**src/rtl/mouse_pkg.sv**
```systemverilog
// Shared constants and types for the mouse-pointer sprite controller.
package mouse_pkg;

    localparam int SPR_BITS_DEF  = 5;
    localparam int SPR_SIDE      = 32;
    localparam int SPR_WORDS     = 1024;
    localparam logic [11:0] KEY_COLOR_DEF = 12'hF0F;

    // Ownership of the sprite RAM write port.
    typedef enum logic {
        WR_IDLE = 1'b0,
        WR_FILL = 1'b1
    } wr_state_t;

endpackage

```
**src/rtl/mouse_wr_arb.sv**
```systemverilog
// Sprite RAM write-port arbiter: host pixel writes versus whole-sprite fill.
// While idle the host owns the port; a fill request takes it for exactly one
// write per sprite word, then hands it back.
module mouse_wr_arb
    import mouse_pkg::*;
#(
    parameter int DATA_WIDTH = 12,
    parameter int AW         = 10
) (
    input  logic                  clk,
    input  logic                  reset,
    input  logic                  wr_en,
    input  logic [AW-1:0]         wr_addr,
    input  logic [DATA_WIDTH-1:0] wr_data,
    output logic                  wr_ready,
    input  logic                  fill_start,
    input  logic [DATA_WIDTH-1:0] fill_color,
    output logic                  fill_busy,
    output logic                  ram_we,
    output logic [AW-1:0]         ram_addr_w,
    output logic [DATA_WIDTH-1:0] ram_din
);

    wr_state_t             state_q, state_d;
    logic [AW-1:0]         cnt_q, cnt_d;
    logic [DATA_WIDTH-1:0] color_q, color_d;

    // State, fill address counter and latched fill colour.
    always_ff @(posedge clk or posedge reset) begin
        if (reset) begin
            state_q <= WR_IDLE;
            cnt_q   <= '0;
            color_q <= '0;
        end else begin
            state_q <= state_d;
            cnt_q   <= cnt_d;
            color_q <= color_d;
        end
    end

    // Next state and write-port mux; a simultaneous fill request beats the host.
    always_comb begin
        state_d    = state_q;
        cnt_d      = cnt_q;
        color_d    = color_q;
        wr_ready   = 1'b0;
        fill_busy  = 1'b0;
        ram_we     = 1'b0;
        ram_addr_w = wr_addr;
        ram_din    = wr_data;
        case (state_q)
            WR_IDLE: begin
                wr_ready = !fill_start;
                ram_we   = wr_en && !fill_start;
                if (fill_start) begin
                    state_d = WR_FILL;
                    cnt_d   = '0;
                    color_d = fill_color;
                end
            end
            WR_FILL: begin
                fill_busy  = 1'b1;
                ram_we     = 1'b1;
                ram_addr_w = cnt_q;
                ram_din    = color_q;
                cnt_d      = cnt_q + 1'b1;
                if (cnt_q == {AW{1'b1}}) begin
                    state_d = WR_IDLE;
                end
            end
            default: state_d = WR_IDLE;
        endcase
    end

endmodule

```
**src/rtl/mouse_sprite_ctrl.sv**
```systemverilog
// Mouse-pointer sprite controller: frame-latched pointer position, two-stage
// read/overlay pipeline with chroma key, and the write-port arbiter.
// Build option: MOUSE_CTRL_SCALE2X_EN shows the sprite pixel-doubled (64x64).
module mouse_sprite_ctrl
    import mouse_pkg::*;
#(
    parameter int DATA_WIDTH = 12,
    parameter int SPR_BITS   = SPR_BITS_DEF,
    parameter int CORD_W     = 11,
    parameter logic [DATA_WIDTH-1:0] KEY_COLOR = KEY_COLOR_DEF
) (
    input  logic                    clk,
    input  logic                    reset,
    input  logic [CORD_W-1:0]       x,
    input  logic [CORD_W-1:0]       y,
    input  logic                    frame_start,
    input  logic [CORD_W-1:0]       mouse_x,
    input  logic [CORD_W-1:0]       mouse_y,
    input  logic [DATA_WIDTH-1:0]   si_rgb,
    output logic [DATA_WIDTH-1:0]   so_rgb,
    input  logic                    wr_en,
    input  logic [2*SPR_BITS-1:0]   wr_addr,
    input  logic [DATA_WIDTH-1:0]   wr_data,
    output logic                    wr_ready,
    input  logic                    fill_start,
    input  logic [DATA_WIDTH-1:0]   fill_color,
    output logic                    fill_busy,
    output logic                    ram_we,
    output logic [2*SPR_BITS-1:0]   ram_addr_w,
    output logic [DATA_WIDTH-1:0]   ram_din,
    output logic [2*SPR_BITS-1:0]   ram_addr_r,
    input  logic [DATA_WIDTH-1:0]   ram_dout
);

`ifdef MOUSE_CTRL_SCALE2X_EN
    localparam logic [CORD_W:0] WIN = (CORD_W+1)'(2 << SPR_BITS);
`else
    localparam logic [CORD_W:0] WIN = (CORD_W+1)'(1 << SPR_BITS);
`endif

    logic [CORD_W-1:0]     pos_x_q, pos_x_d, pos_y_q, pos_y_d;
    logic                  hit1_q, hit1_d;
    logic [DATA_WIDTH-1:0] rgb1_q, rgb1_d;
    logic [DATA_WIDTH-1:0] so_rgb_q, so_rgb_d;
    logic [CORD_W:0]       dx, dy;
    logic                  hit0;

    // Pointer position, stage-1 and stage-2 pipeline registers.
    always_ff @(posedge clk or posedge reset) begin
        if (reset) begin
            pos_x_q  <= '0;
            pos_y_q  <= '0;
            hit1_q   <= 1'b0;
            rgb1_q   <= '0;
            so_rgb_q <= '0;
        end else begin
            pos_x_q  <= pos_x_d;
            pos_y_q  <= pos_y_d;
            hit1_q   <= hit1_d;
            rgb1_q   <= rgb1_d;
            so_rgb_q <= so_rgb_d;
        end
    end

    // Stage 0: window test and read address. Offsets are one bit wider than the
    // coordinates so a pointer near the right/bottom edge never wraps to 0; when
    // x >= pos_x the offset is exact, so comparing it to the window size is the
    // same as comparing x against pos_x + window.
    always_comb begin
        pos_x_d = frame_start ? mouse_x : pos_x_q;
        pos_y_d = frame_start ? mouse_y : pos_y_q;
        dx      = {1'b0, x} - {1'b0, pos_x_q};
        dy      = {1'b0, y} - {1'b0, pos_y_q};
        hit0    = (x >= pos_x_q) && (dx < WIN) && (y >= pos_y_q) && (dy < WIN);
`ifdef MOUSE_CTRL_SCALE2X_EN
        ram_addr_r = {dy[SPR_BITS:1], dx[SPR_BITS:1]};
`else
        ram_addr_r = {dy[SPR_BITS-1:0], dx[SPR_BITS-1:0]};
`endif
        hit1_d   = hit0;
        rgb1_d   = si_rgb;
        so_rgb_d = (hit1_q && (ram_dout != KEY_COLOR)) ? ram_dout : rgb1_q;
    end

    assign so_rgb = so_rgb_q;

    mouse_wr_arb #(
        .DATA_WIDTH (DATA_WIDTH),
        .AW         (2*SPR_BITS)
    ) u_wr_arb (
        .clk        (clk),
        .reset      (reset),
        .wr_en      (wr_en),
        .wr_addr    (wr_addr),
        .wr_data    (wr_data),
        .wr_ready   (wr_ready),
        .fill_start (fill_start),
        .fill_color (fill_color),
        .fill_busy  (fill_busy),
        .ram_we     (ram_we),
        .ram_addr_w (ram_addr_w),
        .ram_din    (ram_din)
    );

endmodule

```
**config.mk**
```make
export PLATFORM = sky130hd
export DESIGN_NAME = mouse_sprite_ctrl
export DESIGN_NICKNAME = d
export VERILOG_FILES = /design/src/rtl/mouse_pkg.sv /design/src/rtl/mouse_wr_arb.sv /design/src/rtl/mouse_sprite_ctrl.sv
export SDC_FILE = /design/constraint.sdc
export NUM_CORES = 1
export LEC_CHECK = 0
export CORE_MARGIN = 2
export CORE_UTILIZATION = 40
export DETAILED_ROUTE_END_ITERATION = 8
export PLACE_DENSITY = 0.77
export SYNTH_ARGS = -nofsm -noshare
export SYNTH_HDL_FRONTEND = slang
export SYNTH_HIERARCHICAL = 1
export SYNTH_SLANG_ARGS = --single-unit
```
**constraint.sdc**
```tcl
create_clock -name clk -period 2.15 [get_ports clk]
set_clock_uncertainty 0.05 [all_clocks]
set_input_delay 0.3225 -clock clk [delete_from_list [all_inputs] [get_ports clk]]
set_output_delay 0.3225 -clock clk [all_outputs]
set_load 0.005 [all_outputs]
```
# Word level (Yosys, flattened, before mapping)

Index checks and enable logic that the tools add are counted.

Magnitude comparators: 4
Eq/ne operators: 3
Muxes and demuxes: 11
Add/subtract/negate cells: 3
Bitwise operators: 1
Reduce and logical (&&, ||, !) cells: 7

Operator list:

| kind                                                                          | count |
|---|---|
| 12-bit by 6-bit less-than comparator with 1-bit output, second input constant | 2 |
| 12-bit 2-to-1 mux                                                             | 2 |
| 11-bit by 11-bit subtractor with 12-bit output                                | 2 |
| 11-bit greater-or-equal comparator                                            | 2 |
| 10-bit 2-to-1 mux                                                             | 2 |
| 10-bit case mux with 2 select lines                                           | 1 |
| 12-bit != test, second input constant                                         | 1 |
| 10-bit by 1-bit adder with 10-bit output, second input constant               | 1 |
| 10-bit == test, second input constant                                         | 1 |
| 1-bit logical AND                                                             | 5 |
| 1-bit 2-to-1 mux                                                              | 4 |
| 1-bit case mux with 2 select lines                                            | 2 |
| 2-bit != test, second input constant                                          | 1 |
| 2-bit AND reduction                                                           | 1 |
| 1-bit zero test                                                               | 1 |
| 1-bit NOT                                                                     | 1 |

Register bits after elaboration: 70
Logic and storage cells: 37

# Depth between registers and ports, before layout

Word-level depth: 5
Gate-level depth with buffers: 9

# Cells and area by module

The synthesis kept the hierarchy.

Modules (own cells, without submodules):

| module            | seq. area each (um^2) | cells each | times used | area an instance (um^2) |
|---|---|---|---|---|
| mouse_sprite_ctrl | 1176.1                | 288        | 1          | 2771.4 |
| mouse_wr_arb      | 575.6                 | 109        | 1          | 1286.2 |

# Worst setup path before layout

OpenSTA, ideal clock, no wires.

Path kind: reg-to-reg
Start: register pos_y_q[0]
End: register hit1_q
Data arrival time: 2197 ps
Required time: 2004 ps
Path slack: -193 ps
Stages on the path, launching flop included: 9
Buffers on the path: 0
Setup time: 96 ps
Path through: dfrtp_1 ha_1 fa_1 nand2b_2 a21o_1 a21oi_1 a21oi_4 or4_1 nor4_2

Word-level cells in the longest chain between the ends: 3

Ends and longest elaborated chain:

| item                                                                                                        | line                                             | source |
|---|---|---|
| from (decl)                                                                                                 | mouse_sprite_ctrl.sv:41                          | `logic [CORD_W-1:0] pos_x_q, pos_x_d, pos_y_q, pos_y_d;` |
| from (signal assigned)                                                                                      | mouse_sprite_ctrl.sv:58                          | `pos_y_q <= pos_y_d;` |
| 11-bit by 11-bit subtractor with 12-bit output / 11-bit greater-or-equal comparator (equally long branches) | mouse_sprite_ctrl.sv:73, mouse_sprite_ctrl.sv:74 |  |
| 12-bit by 6-bit less-than comparator with 1-bit output / 1-bit logical AND (equally long branches)          | mouse_sprite_ctrl.sv:74                          | `hit0 = (x >= pos_x_q) && (dx < WIN) && (y >= pos_y_q) && (dy < WIN);` |
| 1-bit logical AND (*)                                                                                       | mouse_sprite_ctrl.sv:74                          |  |
| via hit0                                                                                                    | mouse_sprite_ctrl.sv:46                          | `logic hit0;` |
| to (signal assigned)                                                                                        | mouse_sprite_ctrl.sv:59                          | `hit1_q <= hit1_d;` |
| to (decl)                                                                                                   | mouse_sprite_ctrl.sv:42                          | `logic hit1_q, hit1_d;` |

The timed path passes the listed nets; every way through them passes the cells marked *.
A chain may end at the register's enable or synchronous reset.

# Final worst setup path

Ends and elaborated chain as after synthesis.

==> flow_summary.json <==
{
  "ioPinCount": 154,
  "fmax_ghz": 0.4314,
  "path_class": "flip-flop to flip-flop",
  "grt_antenna_before_repair": 0,
  "first_pass_grt_wire_length_um": 18530,
  "async_reset_ff_frac": 1.000,
  "crit_required_ns": 2.36,
  "crit_fanout": 3,
  "initial_utilization": 0.4132,
  "violations_in_the_final_reports": "negative setup slack",
  "worst_ep_arrival_time_ns": 2.52,
  "timing.critical_path.buf_inv": 0,
  "fillers": 761,
  "post_drt_wl_per_cell_um": 16.36,
  "setup.worst_path.start_class": "flip-flop",
  "maximum_number_of_pins_on_one_net_before_global_route_repair": 36,
  "placeableCoreArea_um2": 9819,
  "seq_area_frac_synth": 0.4317,
  "synth_edf_count": 0,
  "htree_num_levels": 3,
  "worst_setup_path_end_kind": "flip-flop",
  "cts-hold-fix-buffers": 0,
  "r2r_end": "hit1_q",
  "drt_wl_total_um": 12450,
  "tritoncts": "done",
  "netlist_area_um2": 4058,
  "finalNetCount": 755,
  "ys_ff_latch": 70,
  "critical_path.top_delay_family": "simple AND/OR/NAND/NOR gates",
  "clock_sinks": 70,
  "final_layout_size_suffix_gt1_frac": 0.2723,
  "drt_iter0_drc": 165,
  "design_area_um2": 6676,
  "timing.final.max_slew_violations": 0,
  "netlist_instances": 397,
  "first_global_vias": 3900,
  "placement.io_buffers": 153,
  "area_delta_synth_final_pct": 64.54,
  "groute.usage.overall": 0.2094,
  "die_width_um": 104.7,
  "design_power_total_mw": 4.297,
  "synthFlopType": "dfrtp_1",
  "setup_violations": 5,
  "antenna_cells_inserted": 0,
  "numCtsBuffers": 9,
  "yosys.area.top_type": "dfrtp_1",
  "ant_nets": 0,
  "final_critical_path_setup_slack_ns": -0.1681,
  "num_rows": 36,
  "leakage_nw": 3.194,
  "max_stage_delay_ns": 0.51,
  "hpwlAfterDp_um": 8804,
  "ctsLongestPathBuffers": 2,
  "floorplan.die_area_um2": 10970,
  "first_pass_iters": 4,
  "final_core_utilization": 0.6799,
  "netlist.area_leader.share": 0.4317,
  "dpl_worst_slack_ns": -0.7604,
  "r2r_slack_ns": -0.17,
  "finalSetupTns_ns": -0.3994,
  "timing.final.crit_period_ns": 2.318,
  "clk_root_buffer_cell": "clkbuf_8",
  "worst_ir_drop_vdd_mv": 0.2897,
  "synth.avg_cell_area_um2": 10.22,
  "max_cap_violations": 0,
  "route.detailed.vias_per_inst": 5.109,
  "clk_pin_slew_worst_paths_ns": 0.09,
  "netlist_top_cells_area": "dfrtp_1 (43%), mux2_2 (12%), ha_1 (7.1%), nand2_1 (4.3%), o21ai_0 (3.6%)",
  "detailed_place.area_um2": 6095,
  "cpMaxStageDelayCell": "or4_1",
  "hold_path_class": "primary input to async pin",
  "globalplace.congestion": 0.9160,
  "timing_worst_slew_pin_value_ns": 0.3506,
  "die_height_um": 104.7,
  "relSlewSlack": 0.7649,
  "timing.critical_path.cells": "ha_2 -> fa_2 -> nand2b_4 -> a21o_1 -> a21oi_2 -> a21oi_4 -> or4_1 -> nor4_2",
  "period_share": 1.078,
  "depth_of_the_worst_register_to_register_path": 8,
  "clock_latency_on_the_worst_skew_pair_ns": 0.35,
  "hold_viol": 0,
  "route.detailed.drc": 0,
  "synthesis.nets": 529,
  "netlist-cell-type-count": 58,
  "rsz_0062_raised_after_global_routing": "yes",
  "grt.overflow.total": 0,
  "reg2reg_from": "pos_y_q[0]",
  "power.density_cell_area_nw_per_um2": 643.7,
  "yosysWarnings": 6,
  "vias": 3888,
  "result_of_the_run": "complete, but fails checks"
}
repair_timing:
item | CTS | global route
gates resized for setup | 45 | 30
cloned | 0 | 4
pin swaps | 11 | 8
hold endpoints to repair | 0 | 0
endpoints found under the setup margin | 9 | 27
setup buffers | 6 | 17
worst reg2reg max path: stages, from the launching register on:
cell,delay (ns)
dfrtp_1,0.39
ha_2,0.19
fa_2,0.37
nand2b_4,0.17
a21o_1,0.20
a21oi_2,0.18
a21oi_4,0.04
or4_1,0.51
nor4_2,0.15
final cells by class:
type                    count  area, um2  share of cell area
inverters                  37      138.9             0.02080
flip-flops and latches     70       1753              0.2626
clock buffers              10      127.6             0.01912
clock inverters             6      70.07             0.01049
multi-input cells         277       2216              0.3319
repair buffers            228       2205              0.3302
well taps                 133      166.4             0.02493
through the flow:
| stage | cells | hold WS, ns |
|---|---|---|
| 2_1_floorplan | 397 | 0.2744 |
| 3_3_place_gp | 720 | 0.3783 |
| 3_5_place_dp | 720 | 0.3795 |
| 4_1_cts | 742 | 0.1447 |
| 5_1_grt | 761 | 0.1714 |
| 6_report | 761 | 0.1565 |
layer usage:
metal	routed length, um	track usage	part of all wire
met5	0	0	0
met2	6406	0.3711	0.51
met1	5029	0.2524	0.40
met3	733	0.04866	0.059
met4	283	0.06381	0.023
kinds of logic (layout without fill, tap and decap cells):
group / count (synthesis) / after routing / synth area share
XOR/XNOR: 7 / 7 / 0.01511
flip-flops: 70 / 70 / 0.4317
AO/OA/AOI/OAI: 83 / 83 / 0.1372
multiplexers: 52 / 52 / 0.1425
adder cells (fa/ha/maj): 25 / 25 / 0.08079
AND/OR/NAND/NOR: 110 / 110 / 0.1388
buffers and inverters: 50 / 281 / 0.05396
cells in the mapped netlist (all sizes together), types with 2 or more instances:
library cell and number:
dfrtp 70, mux2 46, nand2 46, inv 37
o21ai 32, ha 23, nor2 15, a21oi 13
nand2b 13, buf 8, mux2i 6, a21o 5
clkbuf 5, nand3 5, nand4 5, nor2b 5
nor3 5, o21a 5, xnor2 5, nor4 4
o31ai 4, a211oi 3, o211ai 3, o221ai 3
o22ai 3, and3 2, fa 2, nand4b 2
or4 2, xor2 2
registers in the layout, summed over array words and instances, names as in the netlist:
| name | flops |
|---|---|
| hit1_q | 1 |
| pos_x_q | 11 |
| pos_y_q | 11 |
| rgb1_q | 12 |
| so_rgb | 12 |
| u_wr_arb/cnt_q | 10 |
| u_wr_arb/color_q | 12 |
| u_wr_arb/state_q | 1 |
power breakdown:
group | switching, mW | total (mW) | internal, mW | leakage, nW
Sequential | 0.165 | 1.64 | 1.47 | 0.840
Clock | 0.547 | 1.09 | 0.545 | 0.0895
Combinational | 0.651 | 1.57 | 0.918 | 2.26
cell usage in the layout (no fill, tap or decap), types with 3 or more instances in the layout:
cell type,Yosys,routed
buf_4,1,67
dfrtp_1,70,69
o31ai_1,4,3
inv_1,37,35
o211ai_1,3,3
mux2_2,45,45
clkdlybuf4s50_1,0,120
nand4_1,5,5
dlymetal6s2s_1,0,21
nand3_1,4,4
clkbuf_16,0,3
dlygate4sd2_1,0,5
o21ai_0,29,29
a211oi_1,3,3
a21oi_1,12,9
buf_6,3,3
buf_2,4,5
ha_1,23,19
a21oi_2,0,3
nor3_1,5,5
clkinvlp_4,0,3
nand2b_1,11,11
nor2b_1,5,4
mux2i_1,6,6
nand2_1,46,45
xnor2_2,0,3
clkbuf_8,0,9
nor2_1,15,14
o21a_1,5,5
a21o_1,5,5
how the worst max path moves through the flow:
stage / startpoint / depth (start not counted) / slack (ns) / endpoint
floorplan: pos_y_q[0] / 8 / -0.02 / hit1_q
global placement: x[0] / 8 / -0.60 / ram_addr_r[4]
finish: pos_y_q[0] / 8 / -0.17 / hit1_q
CTS: pos_x_q[0] / 6 / -0.20 / ram_addr_r[4]
detailed placement: x[0] / 8 / -0.76 / ram_addr_r[4]
global route: pos_y_q[0] / 8 / -0.28 / hit1_q
Power figures use the tool's default switching activity.
